--- config.mk ---
export PLATFORM = sky130hd
export DESIGN_NAME = apb_alu_completer_flat
export DESIGN_NICKNAME = d
export VERILOG_FILES = /design/src/rtl/apb_alu_pkg.sv /design/src/rtl/apb_alu_completer_if.sv /design/src/rtl/alu_exec.sv /design/src/rtl/apb_alu_completer.sv /design/src/flat_wrapper.sv
export SDC_FILE = /design/constraint.sdc
export NUM_CORES = 1
export LEC_CHECK = 0
export CAP_MARGIN = 20
export CORE_MARGIN = 3
export CORE_UTILIZATION = 55
export CTS_BUF_LIST = sky130_fd_sc_hd__clkbuf_16
export CTS_CLUSTER_DIAMETER = 100
export DETAILED_ROUTE_END_ITERATION = 12
export PLACE_DENSITY = 0.75
export SETUP_SLACK_MARGIN = 0.5
export SLEW_MARGIN = 20
export SYNTH_ARGS = -nofsm -noshare
export SYNTH_HDL_FRONTEND = slang
export SYNTH_HIERARCHICAL = 1
export SYNTH_SLANG_ARGS = --single-unit
--- constraint.sdc ---
create_clock -name clk -period 8.85 [get_ports clk]
set_clock_uncertainty 0.05 [all_clocks]
set_input_delay 1.77 -clock clk [delete_from_list [all_inputs] [get_ports clk]]
set_output_delay 1.77 -clock clk [all_outputs]
set_load 0.02 [all_outputs]
--- src/rtl/apb_alu_pkg.sv ---
// Shared constants and types for the APB ALU completer: register offsets,
// op encoding, engine states, flag bit positions and small helpers.
package apb_alu_pkg;

  // Byte offsets of the register map
  localparam logic [7:0] AddrOpa    = 8'h00;
  localparam logic [7:0] AddrOpb    = 8'h04;
  localparam logic [7:0] AddrCtrl   = 8'h08;
  localparam logic [7:0] AddrResult = 8'h0C;
  localparam logic [7:0] AddrFlags  = 8'h10;
  localparam logic [7:0] AddrStatus = 8'h14;

  localparam int unsigned CtrlStartBit  = 8;
  localparam int unsigned CtrlIeBit     = 9;
  localparam int unsigned StatusDoneBit = 1;

  // FLAGS bit indices ({v,c,n,z})
  localparam int unsigned FlagZ = 0;
  localparam int unsigned FlagN = 1;
  localparam int unsigned FlagC = 2;
  localparam int unsigned FlagV = 3;

  typedef enum logic [3:0] {
    OpAdd = 4'd0,
    OpSub = 4'd1,
    OpAnd = 4'd2,
    OpOr  = 4'd3,
    OpXor = 4'd4,
    OpSlt = 4'd5,
    OpSll = 4'd6,
    OpSrl = 4'd7,
    OpSra = 4'd8
  } alu_op_e;

  typedef enum logic [1:0] {
    StIdle,
    StExec,
    StDone
  } eng_state_e;

  function automatic logic is_shift(logic [3:0] op);
    return (op == OpSll) || (op == OpSrl) || (op == OpSra);
  endfunction

  // One-bit step of the iterative shifter
  function automatic logic [31:0] shift_one(logic [3:0] op, logic [31:0] a);
    logic [31:0] r;
    if (op == OpSll)      r = {a[30:0], 1'b0};
    else if (op == OpSrl) r = {1'b0, a[31:1]};
    else                  r = {a[31], a[31:1]};
    return r;
  endfunction

  // Zero/negative flags; carry and overflow left clear
  function automatic logic [3:0] zn_flags(logic [31:0] r);
    logic [3:0] f;
    f        = '0;
    f[FlagN] = r[31];
    f[FlagZ] = (r == 32'd0);
    return f;
  endfunction

endpackage

--- src/rtl/apb_alu_completer_if.sv ---
// APB completer bus plus interrupt line for the ALU block.
interface apb_alu_completer_if;
  logic        psel;
  logic        penable;
  logic        pwrite;
  logic [7:0]  paddr;
  logic [31:0] pwdata;
  logic [31:0] prdata;
  logic        pready;
  logic        pslverr;
  logic        irq;

  modport master (
    output psel, penable, pwrite, paddr, pwdata,
    input  prdata, pready, pslverr, irq
  );

  modport slave (
    input  psel, penable, pwrite, paddr, pwdata,
    output prdata, pready, pslverr, irq
  );
endinterface

--- src/rtl/alu_exec.sv ---
// Combinational datapath for add/sub/logic/slt and flag generation.
// Shift ops and opcodes 9-15 yield zero here; shifts are iterated by the top.
module alu_exec
  import apb_alu_pkg::*;
(
  input  logic [31:0] a_i,
  input  logic [31:0] b_i,
  input  logic [3:0]  op_i,
  output logic [31:0] result_o,
  output logic [3:0]  flags_o
);

  logic        sub;
  logic        arith;
  logic        ovf;
  logic [31:0] b_eff;
  logic [32:0] sum;

  // Shared adder (a + ~b + 1 for sub/slt) feeding result mux and flags
  always_comb begin
    sub      = (op_i != OpAdd);
    b_eff    = sub ? ~b_i : b_i;
    sum      = {1'b0, a_i} + {1'b0, b_eff} + {32'd0, sub};
    ovf      = (a_i[31] == b_eff[31]) && (sum[31] != a_i[31]);
    arith    = 1'b0;
    result_o = '0;
    case (op_i)
      OpAdd, OpSub: begin
        result_o = sum[31:0];
        arith    = 1'b1;
      end
      OpAnd: result_o = a_i & b_i;
      OpOr:  result_o = a_i | b_i;
      OpXor: result_o = a_i ^ b_i;
      OpSlt: begin
        result_o = {31'd0, sum[31] ^ ovf};
        arith    = 1'b1;
      end
      default: result_o = '0;
    endcase
    flags_o        = zn_flags(result_o);
    flags_o[FlagC] = arith & sum[32];
    flags_o[FlagV] = arith & ovf;
  end

endmodule

--- src/rtl/apb_alu_completer.sv ---
// APB register front-end and execution engine for a small ALU.
// Optional macro APB_ALU_SLVERR_EN enables pslverr for unmapped addresses,
// writes to read-only registers and starts with an undefined opcode.
module apb_alu_completer
  import apb_alu_pkg::*;
(
  input  logic                clk,
  input  logic                reset,
  apb_alu_completer_if.slave  bus
);

  logic [31:0] opa_q, opb_q, result_q, result_d, work_q, work_d, bop_q, bop_d;
  logic [3:0]  op_q, sop_q, sop_d, flags_q, flags_d;
  logic [4:0]  cnt_q, cnt_d;
  logic        ie_q, done_q, done_d;
  eng_state_e  state_q, state_d;

  logic [7:0]  addr;
  logic        access, busy, stall, ready, complete, wr, mapped, slverr;
  logic        ctrl_we, start_go, status_w1c;
  logic [31:0] rdata, alu_result, shift_res;
  logic [3:0]  alu_flags;

  alu_exec u_alu_exec (
    .a_i      (work_q),
    .b_i      (bop_q),
    .op_i     (sop_q),
    .result_o (alu_result),
    .flags_o  (alu_flags)
  );

  // Bus decode: wait states, write strobes, error and read mux
  always_comb begin
    addr     = bus.paddr & 8'hFC;
    access   = bus.psel & bus.penable;
    busy     = (state_q != StIdle);
    stall    = bus.pwrite ? (addr == AddrOpa || addr == AddrOpb || addr == AddrCtrl)
                          : (addr == AddrResult || addr == AddrFlags);
    ready    = !(busy && access && stall);
    complete = access && ready;
    wr       = complete && bus.pwrite;
    mapped   = (addr <= AddrStatus);
`ifdef APB_ALU_SLVERR_EN
    slverr   = complete && (!mapped ||
               (bus.pwrite && (addr == AddrResult || addr == AddrFlags)) ||
               (bus.pwrite && addr == AddrCtrl && bus.pwdata[CtrlStartBit] &&
                bus.pwdata[3:0] > 4'd8));
`else
    slverr   = 1'b0;
`endif
    // A rejected start leaves CTRL untouched
    ctrl_we    = wr && (addr == AddrCtrl) && !slverr;
    start_go   = ctrl_we && bus.pwdata[CtrlStartBit];
    status_w1c = wr && (addr == AddrStatus) && bus.pwdata[StatusDoneBit];
    rdata      = '0;
    if (access && !bus.pwrite) begin
      case (addr)
        AddrOpa:    rdata = opa_q;
        AddrOpb:    rdata = opb_q;
        AddrCtrl:   rdata = {22'd0, ie_q, 1'b0, 4'd0, op_q};
        AddrResult: rdata = result_q;
        AddrFlags:  rdata = {28'd0, flags_q};
        AddrStatus: rdata = {30'd0, done_q, busy};
        default:    rdata = '0;
      endcase
    end
  end

  assign bus.prdata  = rdata;
  assign bus.pready  = ready;
  assign bus.pslverr = slverr;
  assign bus.irq     = done_q & ie_q;

  // Software-visible operand and control registers
  always_ff @(posedge clk) begin
    if (reset) begin
      opa_q <= '0;
      opb_q <= '0;
      op_q  <= '0;
      ie_q  <= 1'b0;
    end else begin
      if (wr && addr == AddrOpa) opa_q <= bus.pwdata;
      if (wr && addr == AddrOpb) opb_q <= bus.pwdata;
      if (ctrl_we) begin
        op_q <= bus.pwdata[3:0];
        ie_q <= bus.pwdata[CtrlIeBit];
      end
    end
  end

  // Engine next state: snapshot on start, iterate shifts, latch result, post done
  always_comb begin
    state_d   = state_q;
    work_d    = work_q;
    bop_d     = bop_q;
    sop_d     = sop_q;
    cnt_d     = cnt_q;
    result_d  = result_q;
    flags_d   = flags_q;
    done_d    = done_q;
    shift_res = (cnt_q == 5'd1) ? shift_one(sop_q, work_q) : work_q;
    if (status_w1c) done_d = 1'b0;
    unique case (state_q)
      StIdle: begin
        if (start_go) begin
          state_d = StExec;
          work_d  = opa_q;
          bop_d   = opb_q;
          sop_d   = bus.pwdata[3:0];
          cnt_d   = opb_q[4:0];
          done_d  = 1'b0;
        end
      end
      StExec: begin
        if (is_shift(sop_q) && cnt_q > 5'd1) begin
          work_d = shift_one(sop_q, work_q);
          cnt_d  = cnt_q - 5'd1;
        end else begin
          state_d = StDone;
          // Remaining count is 1 (last step) or 0 (zero shift amount)
          if (is_shift(sop_q)) begin
            result_d = shift_res;
            flags_d  = zn_flags(shift_res);
          end else begin
            result_d = alu_result;
            flags_d  = alu_flags;
          end
        end
      end
      StDone: begin
        state_d = StIdle;
        done_d  = 1'b1;
      end
      default: state_d = StIdle;
    endcase
  end

  // Engine state register
  always_ff @(posedge clk) begin
    if (reset) begin
      state_q  <= StIdle;
      work_q   <= '0;
      bop_q    <= '0;
      sop_q    <= '0;
      cnt_q    <= '0;
      result_q <= '0;
      flags_q  <= '0;
      done_q   <= 1'b0;
    end else begin
      state_q  <= state_d;
      work_q   <= work_d;
      bop_q    <= bop_d;
      sop_q    <= sop_d;
      cnt_q    <= cnt_d;
      result_q <= result_d;
      flags_q  <= flags_d;
      done_q   <= done_d;
    end
  end

endmodule

--- src/flat_wrapper.sv ---
// flat-port wrapper written by rule: the top's interface ports become plain ports
module apb_alu_completer_flat import apb_alu_pkg::*;
  (clk, reset, bus_psel, bus_penable, bus_pwrite, bus_paddr, bus_pwdata, bus_prdata, bus_pready, bus_pslverr, bus_irq);
  apb_alu_completer_if bus_i ();
  input  logic clk;
  input  logic reset;
  input wire logic [$bits(bus_i.psel)-1:0] bus_psel;
  input wire logic [$bits(bus_i.penable)-1:0] bus_penable;
  input wire logic [$bits(bus_i.pwrite)-1:0] bus_pwrite;
  input wire logic [$bits(bus_i.paddr)-1:0] bus_paddr;
  input wire logic [$bits(bus_i.pwdata)-1:0] bus_pwdata;
  output wire logic [$bits(bus_i.prdata)-1:0] bus_prdata;
  output wire logic [$bits(bus_i.pready)-1:0] bus_pready;
  output wire logic [$bits(bus_i.pslverr)-1:0] bus_pslverr;
  output wire logic [$bits(bus_i.irq)-1:0] bus_irq;
  assign bus_i.psel = bus_psel;
  assign bus_i.penable = bus_penable;
  assign bus_i.pwrite = bus_pwrite;
  assign bus_i.paddr = bus_paddr;
  assign bus_i.pwdata = bus_pwdata;
  assign bus_prdata = bus_i.prdata;
  assign bus_pready = bus_i.pready;
  assign bus_pslverr = bus_i.pslverr;
  assign bus_irq = bus_i.irq;
  apb_alu_completer u_core (.clk(clk), .reset(reset), .bus(bus_i));
endmodule
After elaboration in Yosys (flattened, before gate mapping). Index checks and enable logic that the tools add are counted. W data, S select, Z words.

Register bits: 181. Latch bits: 0. Memory bits (writable): 0. Bits in read-only memories: 0. Input bits: 45. Output and inout port bits: 35. Word-level logic and storage cells: 104. Memories kept: 0.

Add/sub/neg operators: 3. Multiply operators: 0. Divide/modulo/power cells: 0. Order comparisons: 1. Eq/ne operators: 21. Shifts and indexed selects: 0. Muxes and demuxes: 23. Bitwise gates (word level): 10. Reductions and logical operators: 34.

Operator list (number): $mux W32 (8); $pmux W32 S6 (1); $pmux W32 S5 (1); $logic_not A32 Y1 (2); $pmux W32 S2 (1); $add A32 B32 Y33 (1); $add A33 B1 Y33 (1); $and A32 B32 Y32 (1); $not A32 Y32 (1); $or A32 B32 Y32 (1); $xor A32 B32 Y32 (1); $eq A4 B3 Y1 const B (4); $logic_and A1 B1 Y1 (13); $eq A6 B2 Y1 const B (2); $eq A6 B3 Y1 const B (2); $mux W5 (2); $pmux W5 S2 (1); $eq A4 B2 Y1 const B (2); $logic_not A8 Y1 (1); $eq A6 B1 Y1 const B (1); $reduce_and A2 Y1 (3); $eq A5 B1 Y1 const B (1); $gt A5 B1 Y1 const B (1); $logic_or A1 B1 Y1 (5); 25 further kinds (35).

Longest topological paths before layout. Gate-level depths: netlist of the first run.

Word-level depth: 13. Depth in mapped cells: 23. Depth with buffers taken out: 17.

By module. Netlist of the first run, hierarchy kept.

By module, submodules not included: apb_alu_completer (instances 1, cells an instance 1169, area each 8926.1 um2, seq. area each 3623.5 um2); alu_exec (instances 1, cells an instance 654, area each 4388.0 um2, seq. area each 0.0 um2).

Least setup slack after synthesis of the first run. No wires, ideal clock.

Kind: register -> register. Start: register u_core.sop_q[0]. End: register u_core.flags_q[0]. Library setup time: 0.059 ns. Arrival time: 6.191 ns. Required time: 8.741 ns. Path slack: 2.551 ns. Stages on the path, launching flop included: 24. Path buffers: 7. Period minus slack after synthesis: 6.299 ns. Path through: dfxtp_1 -> buf_6 -> clkbuf_1 -> clkbuf_1 -> clkbuf_1 -> clkbuf_1 -> nor4_1 -> clkbuf_1 -> xnor2_1 -> ha_1 -> clkbuf_1 -> nand4_1 -> or4_1 -> o22ai_1 -> nor3_1 -> or3_4 -> or4_1 -> or4_1 -> or4_1 -> or3b_1 -> nor2_1 -> nand3_1 -> a21oi_1 -> a31o_1.

Elaborated cells on any way between the ends: 30. Classes of those cells: add/sub: 2; eq/ne: 10; mux: 6; bitwise: 2; reduce/logical: 10.

RTL lines: start, declared (RTL line apb_alu_completer.sv:13) `logic [3:0] op_q, sop_q, sop_d, flags_q, flags_d;`; start signal, assigned (RTL line apb_alu_completer.sv:153) `sop_q <= sop_d;`; $reduce_bool A4 Y1 (RTL line alu_exec.sv:21) `sub = (op_i != OpAdd);`; $mux W32 (RTL line alu_exec.sv:22) `b_eff = sub ? ~b_i : b_i;`; $add A32 B32 Y33 (RTL line alu_exec.sv:23) `sum = {1'b0, a_i} + {1'b0, b_eff} + {32'd0, sub};`; $add A33 B1 Y33 (RTL line alu_exec.sv:23); $pmux W32 S5 * (RTL line alu_exec.sv:27) `case (op_i)`; via u_core.alu_result[15] (RTL line apb_alu_completer.sv:21) `logic [31:0] rdata, alu_result, shift_res;`; $logic_not A32 Y1 * (RTL line apb_alu_pkg.sv:59) `f[FlagZ] = (r == 32'd0);`; via u_core.alu_flags[0] (RTL line apb_alu_completer.sv:22) `logic [3:0] alu_flags;`; $mux W4 * (RTL line apb_alu_completer.sv:121) `if (is_shift(sop_q)) begin`; end signal, assigned (RTL line apb_alu_completer.sv:156) `flags_q <= flags_d;`; end, declared (RTL line apb_alu_completer.sv:13).

The timed path passes the listed nets; every way through them passes the cells marked *. A chain may end at the register's enable or synchronous reset.

Worst setup path after layout of the first run.
Start: input bus_paddr[5]. End: output bus_prdata[16].

Cells in the longest elaborated chain, start to end: 3. Elaborated cells on any way between the ends: 8. Classes of those cells: eq/ne: 5; mux: 2; reduce/logical: 1.

RTL lines: start, declared (RTL line flat_wrapper.sv:10) `input wire logic [$bits(bus_i.paddr)-1:0] bus_paddr;`; $eq A6 B3 Y1, or another cell as far along (RTL line apb_alu_completer.sv:57) `case (addr)`; $pmux W32 S6 * (RTL line apb_alu_completer.sv:57); $mux W32 * (RTL line apb_alu_completer.sv:56) `if (access && !bus.pwrite) begin`; end, declared (RTL line flat_wrapper.sv:12) `output wire logic [$bits(bus_i.prdata)-1:0] bus_prdata;`.

Mark *: on every way between the ends. The rest lies on a longest branch, timed or not.

==> flow_metrics.tcl, run 1 <==
set metrics [dict create \
    outcome "finished, final reports clean" \
    crit_path_cell_trace "clkdlybuf4s50_1, nor3_1, nand2_1, or2_2, nor2_1, clkdlybuf4s50_1" \
    area_growth_pct 10.5 \
    start_util 0.564 \
    tightest_slew_ns 1.11 \
    drive_gt1_frac 0.0683 \
    syn_inst 1823 \
    critPathCaptureType "primary output" \
    crit_fanout 28 \
    die_w_um 162 \
    p_leak_uw 0.00517 \
    post_cts_buffers 0 \
    ios 80 \
    synth.avg_cell_area_um2 7.30 \
    vias 13600 \
    globalplace.congestion 0.943 \
    critPathLaunchType "input pin" \
    grt_max_degree 104 \
    hpwl_um 29700 \
    critPathBufInv 2 \
    path_common_cell "clkdlybuf4s50_1" \
    drtIter0Drc 1598 \
    tritoncts "built" \
    ys.flop_type "dfxtp_1" \
    clock_latency_ns 0.44 \
    syn_area_um2 13300 \
    syn-num-nets 1966 \
    wirelength_um 42800 \
    async_flop_share 0 \
    powerDensity_nw_per_um2 114 \
    fp.dieArea_um2 26100 \
    numCtsBuffers 17 \
    nNetsFinal 1946 \
    cp_top_family "simple AND/OR/NAND/NOR gates" \
    antenna_found_initial 0 \
    cts.sinks 181 \
    diodes 0 \
    tns_ns 0 \
    final_util 0.623 \
    dr.pass1.iters 6 \
    finalWorstSetupSlack_ns 2.79 \
    period_share 0.685 \
    hold_path.class "register to register" \
    cp.required_ns 7.03 \
    finalSetupViolCount 0 \
    hold_viol 0 \
    ctsResizeCount 0 \
    root_buffer "clkbuf_16" \
    ctsLongestPathBuffers 2 \
    die-height_um 162 \
    ctsHoldBuffers 0 \
    drv_slew 0 \
    grt_setup_unrepaired "false" \
    min_period_ns 6.06 \
    wire_per_inst_um 20.1 \
    clkTransAtPathRegs_ns 0.07 \
    synth_warnings 6 \
    port_buffers 76 \
    arrival_ns 4.24 \
    dpl_cell_area_um2 14100 \
    r2r_setup_slack_ns 2.84 \
    row_count 56 \
    crit_type "input pin to primary output" \
    ir_worst_vdd_mv 0.139 \
    stdcell_area_um2 14700 \
    grt_overflow_total 0 \
    synth-seq-cells 181 \
    h-tree-depth 4 \
    hold_slack_ns 0.414 \
    viasPerCell 6.35 \
    yosysUniqueCellTypes 81 \
    max-cap-violations 0 \
    cp_slowest_stage_delay_ns 0.62 \
    ant_nets 0 \
    grt_pass1_vias 12300 \
    grt_pass1_wl_um 67700 \
    track_usage 0.323 \
    cp_slowest_cell "clkdlybuf4s50_1" \
    synth-seq-area-share 0.272 \
    pre_cts_ws_ns 2.82 \
    slew_headroom 0.263 \
    max_freq_mhz 165 \
    route.detailed.drc 0 \
    synth-edff-count 0 \
    core_area_um2 23600 \
]
-- final cells by class --
cell class | instances | area [um2]
Tap cell | 319 | 399
Clock buffer | 17 | 425
Sequential cell | 181 | 3620
Clock inverter | 15 | 178
Fill cell | 2162 | 8890
Timing Repair Buffer | 99 | 926
Inverter | 85 | 319
Multi-Input combinational cell | 1419 | 8850
-- cell usage after synthesis, types with 9 or more instances --
library cell	n	area (um2)
mux2_2	31	349
inv_1	85	319
buf_2	21	105
nand2_1	276	1040
a21o_1	11	82.6
xnor2_1	40	350
clkbuf_1	107	402
a211oi_1	98	736
nand3_1	18	90.1
or4_1	14	105
nor4_1	9	56.3
nor3_1	52	260
mux2i_1	43	430
nor2_1	247	927
a22oi_1	44	330
ha_1	97	1210
a21oi_1	206	1030
dfxtp_1	181	3620
nand4_1	12	75.1
o21ai_0	47	235
-- through the flow --
step,total power (uW),std cells
after global placement,896,2103
after CTS,1680,2135
after detailed placement,896,2103
after floorplan,865,1823
final,1680,2135
after global routing,1720,2135
-- power by group --
part	internal, uW	switching (uW)	leakage, uW
Combinational	24.6	38.4	0.00342
Sequential	814	0.491	0.00146
Clock	447	350	0.000295
Total	1290	389	0.00517
-- placed cells by master, fill, tap and decap left out, drive strengths merged, types with 44 or more instances in the layout --
cell type and instances:
a211oi 102, a21oi 207, a22oi 44, clkdlybuf4s50 74, dfxtp 181, ha 97, inv 90, nand2 276
nor2 248, nor3 52, o21ai 48
-- cells by family after synthesis --
family / Yosys count / share of synthesized area
other cells: 1 / 0.000282
buf+inv: 223 / 0.0679
flops: 181 / 0.272
xor+xnor: 47 / 0.0309
simple gates: 685 / 0.224
fa+ha+maj: 98 / 0.0927
compound gates: 512 / 0.250
mux: 76 / 0.0619
-- final timing paths --
| path | start | end | depth (start not counted) |
|---|---|---|---|
| setup / recovery | bus_paddr[5] | bus_prdata[16] | 6 |
| hold / removal | u_core/result_q[0] | u_core/result_q[0] | 2 |
| setup reg to reg | u_core/sop_q[0] | u_core/flags_q[0] | 18 |
| hold reg to reg | u_core/result_q[0] | u_core/result_q[0] | 2 |
-- layer usage --
metal,vias up,wire length (um),GRT usage
li1,6391,-,-
met1,6371,19100,0.487
met2,718,18100,0.470
met3,80,4710,0.0559
met4,0,944,0.0935
met5,-,0,0
-- registers in the layout (all words and copies together) (netlist names), 4 cells and up --
name and flops:
u_core/opa_q 32, u_core/result_q 32, u_core/opb_q 32, u_core/flags_q 4, u_core/sop_q 4, u_core/cnt_q 5
u_core/work_q 32, u_core/op_q 4, u_core/bop_q 32
-- worst register-to-register path, cell delays in order, from the launching register on --
cell and delay [ns]:
dfxtp_1 0.30, buf_4 0.28, nor4_2 0.41, buf_4 0.42, xnor2_1 0.12, ha_1 0.44, nand4_1 0.23, nor3_1 0.22
a211oi_1 0.11, a211oi_1 0.86, xnor2_1 0.21, o21ai_0 0.22, or4_1 0.61, or4_1 0.52, or3b_1 0.37, nor2_1 0.17
nand3_1 0.11, a21oi_1 0.19, a31o_1 0.12
Power figures use the tool's default switching activity.
==> run 2, diff against run 1 <==
==> constraint.sdc (replaced) <==
create_clock -name clk -period 6.1 [get_ports clk]
set_clock_uncertainty 0.05 [all_clocks]
set_input_delay 1.22 -clock clk [delete_from_list [all_inputs] [get_ports clk]]
set_output_delay 1.22 -clock clk [all_outputs]
set_load 0.02 [all_outputs]
==> run 2 against run 1 <==
  * Count of clock-buffer cells in the layout unchanged
  * Setup slack lost 2.0 ns
  * Register-to-register slack worse by 2.1 ns
  * Cell count is 0.37% higher
  * Combinational power grew 48%
  * Design area grew 0.87%
  * Die area unchanged
  * Hold slack improved by 0.0046 ns
  * Via count fell by 0.74%
  * Sequential power up 45%
  * Routed wire length decreased by 0.57%
  * Non-clock buffer count is 8 higher
==> flow_metrics.tcl, run 2 (synthesized netlist as in run 1, its figures left out) <==
set metrics [dict create \
    min_period_ns 5.36 \
    viasPerCell 6.28 \
    cp_top_family "simple AND/OR/NAND/NOR gates" \
    clkTransAtPathRegs_ns 0.07 \
    grt_overflow_total 0 \
    ant_nets 0 \
    critPathLaunch "u_core/sop_q[2]" \
    ctsLongestPathBuffers 2 \
    max-cap-violations 0 \
    cp_slowest_cell "or4_1" \
    core_area_um2 23600 \
    hpwl_um 30300 \
    period_share 0.878 \
    ctsHoldBuffers 0 \
    clock_latency_ns 0.45 \
    met1_usage 0.475 \
    use_met3 0.0703 \
    diodes 0 \
    cp.required_ns 6.42 \
    finalWorstSetupSlack_ns 0.743 \
    antenna_found_initial 0 \
    port_buffers 76 \
    fp.dieArea_um2 26100 \
    nNetsFinal 1954 \
    outcome "finished, final reports clean" \
    h-tree-depth 4 \
    drtIter0Drc 1480 \
    hold_viol 0 \
    root_buffer "clkbuf_16" \
    crit_fanout 32 \
    cts.sinks 181 \
    final_common_cell "nand2_1" \
    route.detailed.drc 0 \
    die-height_um 162 \
    tritoncts "built" \
    grt_pass1_vias 12300 \
    row_count 56 \
    cp_slowest_stage_delay_ns 0.50 \
    grt_max_degree 98 \
    grt-busiest-layer "met2" \
    pre_cts_ws_ns 0.719 \
    area_growth_pct 11.5 \
    dr.pass1.iters 5 \
    final_cell_mix "nand2_1 (275), nor2_1 (245), a21oi_1 (205)" \
    start_util 0.564 \
    tightest_slew_ns 1.04 \
    grt_pass1_wl_um 67700 \
    ir_worst_vdd_mv 0.155 \
    p_leak_uw 0.00525 \
    powerDensity_nw_per_um2 164 \
    use_met2 0.481 \
    wirelength_um 42600 \
    arrival_ns 5.68 \
    grt_setup_unrepaired "false" \
    crit_path_cell_trace "nor4_4, buf_12, xnor2_1, ha_1, a31o_2, a221oi_4, nor3_1, or3_1, a31o_1, or4_1, or4_1, or4_1, or3b_1, nor2_1, nand3_1, a21oi_1, a31o_1" \
    die_w_um 162 \
    numCtsBuffers 17 \
    ios 80 \
    max_freq_mhz 187 \
    drive_gt1_frac 0.0751 \
    track_usage 0.322 \
    finalSetupViolCount 0 \
    path_common_cell "or4_1" \
    slew_headroom 0.300 \
    hold_path.class "register to register" \
    critPathCaptureType "register" \
    critPathBufInv 1 \
    r2r-start "u_core/sop_q[2]" \
    fillers 2159 \
    globalplace.congestion 0.932 \
    tns_ns 0 \
    wire_per_inst_um 19.9 \
    crit_type "register to register" \
    critPathLaunchType "register" \
    worstHoldStart "u_core/opb_q[17]" \
    vias 13500 \
    drv_slew 0 \
]
## run 2: cell types whose count changed in the layout (fill, tap and decap cells not counted), sizes merged
cell,previous run,this run
buf,25,33
clkinvlp,2,0
bufinv,3,2
clkinv,5,8
## run 2: layout make-up
class,instances,area [um2],share of cell area
inverters,85,319,0.0215
clock buffers,17,425,0.0287
multi-input cells,1419,8870,0.598
repair buffers,107,1010,0.0681
flip-flops and latches,181,3620,0.244
well taps,319,399,0.0269
clock inverters,15,194,0.0131
## run 2: layer usage
layer,vias to the layer above,wire length (um),share of wire
li1,6413,-,-
met1,6367,19400,0.46
met2,618,18300,0.43
met3,61,4150,0.098
met4,0,760,0.018
met5,-,0,0
## run 2: where the power goes
group	switching, uW	total [uW]	internal (uW)
clock network	533	1160	624
registers	0.671	1180	1180
logic	56.3	93.1	36.8
total	590	2430	1840
## run 2: per-stage QoR
| stage | util | cells | total power [uW] | hold WS (ns) | area, um2 |
|---|---|---|---|---|---|
| after global routing | 0.629 | 2143 | 2490 | 0.434 | 14800 |
| final | 0.629 | 2143 | 2430 | 0.419 | 14800 |
| after detailed placement | 0.602 | 2111 | 1300 | 0.409 | 14200 |
| after floorplan | - | 1823 | 1250 | 0.383 | 13300 |
| after global placement | 0.602 | 2111 | 1300 | 0.393 | 14200 |
| after CTS | 0.628 | 2143 | 2450 | 0.418 | 14800 |
## run 2: worst paths after layout
path	slack, ns	depth (start not counted)	endpoint
worst max-delay path	0.74	17	u_core/flags_q[0]
worst min-delay path	0.42	2	u_core/opb_q[17]
worst max register to register	0.74	17	u_core/flags_q[0]
worst min register to register	0.42	2	u_core/opb_q[17]
## run 2: what timing repair did
action                     4_1_cts  5_1_grt
gates resized for setup          0        3
setup endpoints to repair        0        1
buffers inserted                 0        0
## run 2: tightest hold or removal path: stages (launching register included)
cell and delay (ns):
dfxtp_1 0.32, nand2_1 0.05, a21oi_1 0.05
